$ cat src/rtl/rr_arb4_pkg.sv
// rr_arb4_pkg: shared state encodings, sizes and rotation mask helper for rr_arb4
package rr_arb4_pkg;
   localparam int NUM_REQ = 4;
   localparam int IDX_W = 2;
   typedef enum logic {ST_IDLE = 1'b0, ST_BUSY = 1'b1} state_t;
   function automatic logic [NUM_REQ-1:0] below_mask(input logic [IDX_W-1:0] idx);
      return (NUM_REQ'(1) << idx) - NUM_REQ'(1);
   endfunction
endpackage

$ cat src/rtl/rr_arb4_enc.sv
// rr_arb4_enc: fixed-priority 4-bit encoder, highest set index wins
module rr_arb4_enc
   import rr_arb4_pkg::*;
(
   input  logic [NUM_REQ-1:0] req,
   output logic               valid,
   output logic [IDX_W-1:0]   idx
);
   assign valid = |req;
   assign idx = req[3] ? 2'd3 : req[2] ? 2'd2 : req[1] ? 2'd1 : 2'd0;
endmodule

$ cat src/rtl/rr_arb4.sv
// rr_arb4: four-requester round-robin arbiter with grant hold, release handshake and hold timeout
module rr_arb4
   import rr_arb4_pkg::*;
#(
   parameter int MAX_HOLD = 16,
   parameter int CNT_W = 5
) (
   input  logic               clk,
   input  logic               rst,
   input  logic [NUM_REQ-1:0] req,
   input  logic               done,
   output logic [NUM_REQ-1:0] gnt,
   output logic               gnt_valid,
   output logic [IDX_W-1:0]   gnt_idx,
   output logic               timeout,
   output logic               busy
);
   state_t state;
   logic [IDX_W-1:0] last;
   logic [CNT_W-1:0] cnt;
   logic [NUM_REQ-1:0] mask;
   logic [NUM_REQ-1:0] enc_in;
   logic enc_valid;
   logic [IDX_W-1:0] enc_idx;
   logic abort;
   logic hit;
   logic rel;
   // requesters below the last winner go first; otherwise fall back to the full vector
   assign mask = req & below_mask(last);
   assign enc_in = |mask ? mask : req;
   rr_arb4_enc u_enc (.req(enc_in), .valid(enc_valid), .idx(enc_idx));
   assign abort = ~req[gnt_idx];
   assign hit = (MAX_HOLD != 0) && (cnt == CNT_W'(MAX_HOLD));
   assign rel = done | abort | hit;
   assign busy = state == ST_BUSY;
   assign gnt_valid = busy;
   // grant FSM: IDLE picks a winner, BUSY holds it until done, abort or hold limit
   always_ff @(posedge clk or posedge rst) begin
      if (rst) begin
         state <= ST_IDLE;
         gnt <= '0;
         gnt_idx <= '0;
         last <= '0;
         cnt <= '0;
         timeout <= 1'b0;
      end else if (state == ST_IDLE) begin
         timeout <= 1'b0;
         if (enc_valid) begin
            state <= ST_BUSY;
            gnt <= NUM_REQ'(1) << enc_idx;
            gnt_idx <= enc_idx;
            last <= enc_idx;
            cnt <= CNT_W'(1);
         end
      end else if (rel) begin
         state <= ST_IDLE;
         gnt <= '0;
         cnt <= '0;
         timeout <= hit & ~done & ~abort;
      end else begin
         cnt <= (cnt != '1) ? cnt + 1'b1 : cnt;
      end
   end
endmodule

$ cat config.mk
export PLATFORM = sky130hd
export DESIGN_NAME = rr_arb4
export DESIGN_NICKNAME = d
export VERILOG_FILES = /design/src/rtl/rr_arb4_pkg.sv /design/src/rtl/rr_arb4_enc.sv /design/src/rtl/rr_arb4.sv
export SDC_FILE = /design/constraint.sdc
export NUM_CORES = 1
export LEC_CHECK = 0
export ABC_CLOCK_PERIOD_IN_PS = 2120
export BUFFER_PORTS_ARGS = -buffer_cell sky130_fd_sc_hd__buf_2
export CAP_MARGIN = 15
export CELL_PAD_IN_SITES_DETAIL_PLACEMENT = 2
export CELL_PAD_IN_SITES_GLOBAL_PLACEMENT = 2
export CORE_MARGIN = 2
export CORE_UTILIZATION = 33
export DETAILED_ROUTE_END_ITERATION = 8
export PLACE_DENSITY = 0.77
export SKIP_LAST_GASP = 1
export SLEW_MARGIN = 20
export SYNTH_ARGS = -nofsm -noshare
export SYNTH_HDL_FRONTEND = slang
export SYNTH_SLANG_ARGS = --single-unit
$ cat constraint.sdc
create_clock -name clk -period 2.12 [get_ports clk]
set_input_delay 0.424 -clock clk [delete_from_list [all_inputs] [get_ports clk]]
set_output_delay 0.424 -clock clk [all_outputs]
set_load 0.05 [all_outputs]
==> results of run 1 <==
-- metal layers --
layer / global-route usage / up-vias / share of wire
met2: 0.333 / 11 / 0.54
li1: - / 342 / -
met5: 0 / - / 0
met4: 0.0500 / 0 / 0.0044
met1: 0.213 / 371 / 0.43
met3: 0.0519 / 2 / 0.026
-- worst max-delay path by stage --
| stage | slack (ns) | cells after the start | from | endpoint |
|---|---|---|---|---|
| after global placement | 0.26 | 5 | req[0] | cnt[0] |
| after global routing | 0.16 | 7 | cnt[0] | cnt[3] |
| after CTS | 0.22 | 7 | cnt[0] | cnt[3] |
| after floorplan | 0.18 | 5 | busy | cnt[3] |
| after detailed placement | 0.16 | 5 | req[0] | gnt[2] |
| final | 0.21 | 7 | cnt[0] | cnt[3] |
-- final cells by class --
class / count / area, sq um
inverters: 10 / 37.5
multi-input cells: 58 / 455
fillers: 290 / 1490
flip-flops and latches: 13 / 325
clock buffers: 4 / 26.3
well taps: 30 / 37.5
repair buffers: 16 / 82.6
-- through the flow --
step / cell area, sq um / setup WS [ns] / util / hold slack (ns)
floorplan: 842 / 0.178 / - / 0.301
global placement: 938 / 0.259 / 0.382 / 0.477
detailed placement: 938 / 0.165 / 0.382 / 0.490
CTS: 965 / 0.216 / 0.393 / 0.170
global route: 965 / 0.164 / 0.393 / 0.187
finish: 965 / 0.208 / 0.393 / 0.152
-- worst max-delay path: stages, from the launching register on --
cell,delay (ns)
dfrtp_1,0.41
ha_1,0.23
and3_1,0.19
ha_1,0.23
nand4b_1,0.24
and2_1,0.20
a22oi_1,0.19
o41ai_2,0.11
-- power breakdown --
group          total, mW  switching, mW  leakage [nW]  internal, mW
Sequential         0.411         0.0924         0.171         0.319
Combinational      0.695          0.481         0.240         0.214
Clock              0.160         0.0872        0.0150        0.0731
Total               1.27          0.661         0.426         0.605
-- layout by cell type (no fill, tap or decap), types with 2 or more instances in the layout --
master and instances:
o211ai_1 2, nand2b_1 4, nor2b_1 3, a21oi_1 2, buf_2 15, o2bb2ai_1 3, ha_1 3, dfrtp_1 13
inv_1 10, nand4b_1 2, a22oi_1 2, nor3b_1 2, o21ai_0 5, mux2i_1 2, and2_1 3, o221ai_1 2
clkbuf_4 3, nand2_1 4
-- kinds of logic after synthesis --
kind of cell             after synthesis
adder cells (fa/ha/maj)                3
AND/OR/NAND/NOR                       28
buffers and inverters                 14
flip-flops                            13
AO/OA/AOI/OAI                         24
multiplexers                           3
-- registers in the layout, indices dropped and copies added (netlist names) --
signal	cells
cnt	5
timeout	1
last	2
gnt	4
busy	1
==> reports/results.txt, run 1 <==
Status: completed
H-tree levels: 1
RSZ-0062 raised after global routing: no
CP Capture Type: flop
Overflow after GRT: 0
Tightest Pin Transition: 0.507 ns
Reg2reg setup slack: 0.21 ns
Initial DRC Count: 2
DIE WIDTH: 54.5 um
Final Slew Violations: 0
Worst Setup Path Type: flop to flop
Yosys cell types: 38
Share of layout cells above drive strength 1: 0.238
Number of synthesized flops with an enable pin: 0
R2R Path End: cnt[3]
Yosys reg bits: 13
Most numerous cell in the Yosys netlist: dfrtp_1
# port buffers: 15
Via density: 5.54
Most common flop cell mapped by yosys: dfrtp_1
Reg2Reg Depth: 7
Clk_skew: 0.00236 ns
PD cells: 1310 nW/um^2
Detail Placement HPWL: 1800 um
Final Power: 1.27 mW
Total Wirelength: 2290 um
CTS tree: done
Clk sink count: 13
Startpoint types: flop
Initial antenna violation count: 0
Post-Synth Adder-Cell Area: 0.0446
Final GP Congestion: 0.731
Slew headroom: 0.661
Mux contribution to synthesized area: 0.0371
Fmax achieved: 523 MHz
Largest net degree at the start of global routing: 14
Crit path max fanout: 6
Synth Area in Compound Gates: 0.239
Area contributors post-synth: dfrtp_1 39%, ha_1 4.5%, inv_1 4.5%
LEAKAGE: 0.426 nW
Crit path DAT: 2.07 ns
Post-Syn Nets: 95
Post-cts sizing count: 0
Min-Delay Path Class: input pin to asynchronous set/reset pin
Setup_tns: 0 ns
Largest family of logic cells by synthesized area: compound AO/OA/AOI/OAI gates
Worst path required time: 2.28 ns
Overall global routing resource usage: 0.185
Initial core utilization: 0.343
Layout area overhead: 14.6%
Cell area after synthesis: 842 sq um
Post-route DRC: 0
Drt wl/cell: 17.5 um
Synth warnings: 0
Clock latency on the worst-skew pair: 0.28 ns
Layout net count: 112
Total die area: 2970 sq um
Row cnt: 18
Antenna-violating nets left: 0
Vias in the first global route: 763
Async S/R FF share, synth: 1.00
Final cell count without fillers: 131
Initial DRT Pass Iterations: 4
Final hold viol count: 0
DR vias: 726
Post-Synth Simple-Gate Area: 0.220
CTS clk-pin slew, worst paths: 0.08 ns
Synth top area share: 0.386
Die height: 54.5 um
Gate Count Post-Synth: 85
Io pins: 16
Post-CTS setup buffers: 0
Syn Area/Cell: 9.91 sq um
Largest area contributor in the netlist: dfrtp_1
Core Area: 2450 sq um
Top cells by count, synth: 13 x dfrtp_1, 10 x inv_1, 5 x o21ai_0
Clock buffer depth: 2
Post-Synth XOR/XNOR Area: 0
Clk root buf: clkbuf_4
Seq/Total Area, Yosys: 0.386
Hold Buf Count CTS: 0
R2R Path Start: cnt[0]
Antenna cell count: 0
First-pass GRT wire length: 3770 um
Cells after DPL: 127
Cts bufs inserted: 3
Max_cap viols: 0
Tmin final: 1.91 ns
Post-route clock period utilization: 0.902
Setup violators final: 0
VDD IR max: 0.692 mV
Note: power is estimated with default switching activity, not from simulation.
==> inputs of run 2 (changes only) <==
==> constraint.sdc (replaced) <==
create_clock -name clk -period 2.12 [get_ports clk]
set_input_delay 0.318 -clock clk [delete_from_list [all_inputs] [get_ports clk]]
set_output_delay 0.318 -clock clk [all_outputs]
set_load 0.05 [all_outputs]
==> reports/results.txt, run 2 (same netlist as run 1, synthesis figures left out) <==
Worst path top cell family by delay: simple AND/OR/NAND/NOR gates
Worst Setup Path Type: flop to flop
Post-route setup slack: 0.245 ns
Core Area: 2450 sq um
Overall global routing resource usage: 0.166
Setup violators final: 0
Final Slew Violations: 0
Crit path largest cell delay: 0.43 ns
Antenna-violating nets left: 0
RSZ-0062 raised after global routing: no
Crit path DAT: 2.04 ns
Post-route clock period utilization: 0.884
LEAKAGE: 0.431 nW
Crit path max fanout: 6
DR vias: 718
Tmin final: 1.87 ns
WP buf/inv: 0
Most frequent cells in the layout: 15 x buf_2, 13 x dfrtp_1, 10 x inv_1
Row cnt: 18
Post-cts sizing count: 0
Min-Delay Path Class: input pin to asynchronous set/reset pin
Clk sink count: 13
Final cell count without fillers: 132
Startpoint types: flop
Initial antenna violation count: 0
Post-Place Cell Area: 946 sq um
Share of layout cells above drive strength 1: 0.245
Final GP Congestion: 0.745
CP Capture Type: flop
Final hold viol count: 0
Fillers: 270
Clock latency on the worst-skew pair: 0.28 ns
Clk root buf: clkbuf_4
Commonest non-fill, non-tap cell in the layout: buf_2
Initial DRT Pass Iterations: 4
Largest reg by FF count: cnt
First-pass GRT wire length: 3510 um
Worst path required time: 2.28 ns
Initial core utilization: 0.343
Max reg flops: 5
Fmax achieved: 533 MHz
CTS tree: done
Clk_skew: 0.00535 ns
Initial DRC Count: 1
# port buffers: 15
Antenna cell count: 0
Cells after DPL: 128
Total Wirelength: 2210 um
Sequential cell area: 325 sq um
Largest net degree at the start of global routing: 14
Status: completed
Drt wl/cell: 16.7 um
Post-CTS setup buffers: 0
CTS clk-pin slew, worst paths: 0.09 ns
Overflow after GRT: 0
Slew headroom: 0.659
Vias in the first global route: 757
Via density: 5.44
Tightest Pin Transition: 0.511 ns
Cell mode on critical path: ha_1
Layout area overhead: 15.5%
VDD IR max: 0.635 mV
Cell area after layout: 972 sq um
Detail Placement HPWL: 1740 um
Multi-input logic area: 455 sq um
Total die area: 2970 sq um
Pre-CTS worst setup slack: 0.240 ns
Io pins: 16
PD cells: 1310 nW/um^2
Final Core Density: 0.396
Clock buffer depth: 2
Layout net count: 113
Post-route DRC: 0
Max_cap viols: 0
Slowest-stage cell, CP: dfrtp_1
Cts bufs inserted: 3
Crit-path cells: ha_1, and3_1, ha_1, nand4b_1, and2_1, a22oi_1, o41ai_2
DIE WIDTH: 54.5 um
Top Registers: cnt: 5 flops, gnt: 4 flops, last: 2 flops
H-tree levels: 1
Die height: 54.5 um
Setup_tns: 0 ns
Hold Buf Count CTS: 0
run 2: cell count changes in the layout (fill, tap and decap cells not counted):
cell / before / now
buf_4: 1 / 2
run 2: metal layers:
layer  share of wire  routed length (um)  vias to the layer above  global-route usage
met5               0                   0                        -                   0
met1            0.41                 906                      363               0.192
met3           0.032                  71                        0              0.0492
met4               0                   0                        0              0.0125
li1                -                   -                      345                   -
met2            0.56                1230                       10               0.311
run 2: report_power, final:
part / switching, mW / internal [mW] / leakage, nW
combinational: 0.495 / 0.226 / 0.245
sequential: 0.0749 / 0.319 / 0.171
clock: 0.0858 / 0.0730 / 0.0150
run 2: worst paths after layout:
check                       start      end  slack (ns)  depth (start not counted)
max                        cnt[1]   cnt[3]        0.25                          7
min                           rst  timeout        0.06                          2
max reg2reg                cnt[1]   cnt[3]        0.25                          7
min reg2reg                gnt[1]   gnt[1]        0.54                          2
max in group asynchronous     rst  last[1]        1.72                          2
min in group clk           req[0]   gnt[0]        0.42                          3
run 2: layout make-up:
| class | count | share of cell area |
|---|---|---|
| Tap cell | 30 | 0.0386 |
| Timing Repair Buffer | 17 | 0.0927 |
| Multi-Input combinational cell | 58 | 0.468 |
| Inverter | 10 | 0.0386 |
| Clock buffer | 4 | 0.0270 |
| Sequential cell | 13 | 0.335 |
run 2: per-stage QoR:
| step | power [mW] | hold slack, ns |
|---|---|---|
| finish | 1.27 | 0.0589 |
| global route | 1.37 | 0.0897 |
| CTS | 1.29 | 0.0802 |
| detailed placement | 1.13 | 0.379 |
| global placement | 1.10 | 0.370 |
| floorplan | 0.954 | 0.195 |
run 2: worst register-to-register path, stage by stage, from the launching register on:
cell and delay (ns):
dfrtp_1 0.43, ha_1 0.22, and3_1 0.18, ha_1 0.24, nand4b_1 0.23, and2_1 0.19
a22oi_1 0.16, o41ai_2 0.10
==> inputs of run 3 (changes only) <==
--- a/config.mk
+++ b/config.mk
@@ -5,15 +5,16 @@
 export SDC_FILE = /design/constraint.sdc
 export NUM_CORES = 1
 export LEC_CHECK = 0
-export ABC_CLOCK_PERIOD_IN_PS = 2120
+export ABC_CLOCK_PERIOD_IN_PS = 2200
 export BUFFER_PORTS_ARGS = -buffer_cell sky130_fd_sc_hd__buf_2
 export CAP_MARGIN = 15
 export CELL_PAD_IN_SITES_DETAIL_PLACEMENT = 2
 export CELL_PAD_IN_SITES_GLOBAL_PLACEMENT = 2
 export CORE_MARGIN = 2
-export CORE_UTILIZATION = 33
+export CORE_UTILIZATION = 35
+export CTS_CLUSTER_DIAMETER = 120
 export DETAILED_ROUTE_END_ITERATION = 8
-export PLACE_DENSITY = 0.77
+export PLACE_DENSITY = 0.81
 export SKIP_LAST_GASP = 1
 export SLEW_MARGIN = 20
 export SYNTH_ARGS = -nofsm -noshare
==> constraint.sdc (replaced) <==
create_clock -name clk -period 2.2 [get_ports clk]
set_input_delay 0.33 -clock clk [delete_from_list [all_inputs] [get_ports clk]]
set_output_delay 0.33 -clock clk [all_outputs]
set_load 0.05 [all_outputs]
==> reports/results.txt, run 3 (same netlist as run 1, synthesis figures left out) <==
Switching Share: 0.522
Crit path max fanout: 6
Tmin final: 1.92 ns
Post-cts sizing count: 0
Psw: 624 uW
VDD IR max: 0.646 mV
Post-CTS setup buffers: 0
Slew headroom: 0.659
DR vias: 725
Top Usage Layer GRT: met2
Max reg flops: 5
Min-Delay Path Class: input pin to asynchronous set/reset pin
First-pass GRT wire length: 3770 um
Total die area: 2810 sq um
Post-route clock period utilization: 0.875
Pre-CTS worst setup slack: 0.304 ns
Final hold viol count: 0
Cell area after layout: 955 sq um
H-tree levels: 1
Hold Buf Count CTS: 0
CTS tree: done
Vias in the first global route: 776
Clock latency on the worst-skew pair: 0.28 ns
Drt wl/cell: 16.8 um
Share of total power in sequential cells: 0.348
Worst path required time: 2.35 ns
Antenna cell count: 0
Via density: 5.66
Fmax achieved: 520 MHz
Antenna-violating nets left: 0
LEAKAGE: 0.421 nW
Cts bufs inserted: 3
Share of layout cells above drive strength 1: 0.230
Global-route met1 utilization: 0.215
Overflow after GRT: 0
Met2 global-route usage: 0.331
Largest reg by FF count: cnt
Cells after DPL: 124
Final cell count without fillers: 128
Initial core utilization: 0.377
Status: completed
Met3 Use GR: 0.0650
Layout net count: 111
Worst Setup Path Type: flop to flop
CTS clk-pin slew, worst paths: 0.08 ns
Crit path launch: cnt[1]
Clock share of power: 0.125
Clk root buf: clkbuf_4
Post-Place Cell Area: 928 sq um
CP Capture Type: flop
Tightest Pin Transition: 0.511 ns
Top Registers: cnt: 5 flops, gnt: 4 flops, last: 2 flops
# port buffers: 15
Io pins: 16
Initial DRC Count: 6
Commonest non-fill, non-tap cell in the layout: buf_2
Row cnt: 17
Die height: 53.1 um
Detail Placement HPWL: 1640 um
Setup violators final: 0
R2R Path Start: cnt[1]
Post-route DRC: 0
Crit path largest cell delay: 0.43 ns
Initial antenna violation count: 0
Cell mode on critical path: ha_1
Final Slew Violations: 0
RSZ-0062 raised after global routing: no
Most frequent cells in the layout: 15 x buf_2, 13 x dfrtp_1, 10 x inv_1
Layout area overhead: 13.4%
Initial DRT Pass Iterations: 4
Overall global routing resource usage: 0.191
Post-route setup slack: 0.275 ns
PD cells: 1250 nW/um^2
Clk_skew: 0.00835 ns
Clock buffer depth: 2
Cell-internal power: 572 uW
Startpoint types: flop
Crit path DAT: 2.08 ns
Crit-path cells: ha_1, and3_1, ha_1, nand4b_1, and2_1, a22oi_1, o41ai_2
DIE WIDTH: 53.1 um
Setup_tns: 0 ns
Largest net degree at the start of global routing: 14
Final GP Congestion: 0.723
Clk sink count: 13
Hold_ws: 0.0614 ns
Core Area: 2230 sq um
Total Wirelength: 2150 um
Max_cap viols: 0
Slowest-stage cell, CP: dfrtp_1
Combinational power share: 0.527
==> run 3: cell types whose count changed in the layout (fill, tap and decap cells not counted) <==
cell	before	now
buf_4	2	0
==> run 3: power by group through the flow <==
stage               clock network, mW  logic (mW)  registers (mW)
floorplan                           0       0.381           0.538
global placement                    0       0.616           0.416
detailed placement                  0       0.636           0.424
CTS                             0.158       0.639           0.421
global route                    0.169       0.688           0.434
finish                          0.150       0.630           0.416
==> run 3: per-layer routing <==
| metal | up-vias | routed length (um) |
|---|---|---|
| met4 | 0 | 32 |
| met3 | 4 | 94 |
| met2 | 15 | 1090 |
| li1 | 340 | - |
| met1 | 366 | 936 |
| met5 | - | 0 |
==> run 3: critical path, delay by kind of cell, from the launching register on <==
kind / cells / cell delay (ns)
adder cells (fa/ha/maj): 2 / 0.47
flip-flops: 1 / 0.43
AO/OA/AOI/OAI: 2 / 0.26
AND/OR/NAND/NOR: 3 / 0.64
==> run 3: final cells by class <==
class / count / area, sq um
clock buffers: 4 / 26.3
fillers: 259 / 1280
inverters: 10 / 37.5
multi-input cells: 58 / 455
flip-flops and latches: 13 / 325
well taps: 28 / 35.0
repair buffers: 15 / 75.1
==> run 3: stage by stage <==
stage	utilization	power [mW]
finish	0.427	1.20
CTS	0.427	1.22
detailed placement	0.416	1.06
global placement	0.416	1.03
global route	0.427	1.29
floorplan	-	0.919
==> run 3: worst paths after layout <==
check	end	slack [ns]	cells after the start
max in group asynchronous	cnt[3]	1.79	2
min reg2reg	gnt[3]	0.53	2
min in group clk	gnt[3]	0.44	3
max reg2reg	cnt[3]	0.28	7
min	timeout	0.06	2
max	cnt[3]	0.28	7
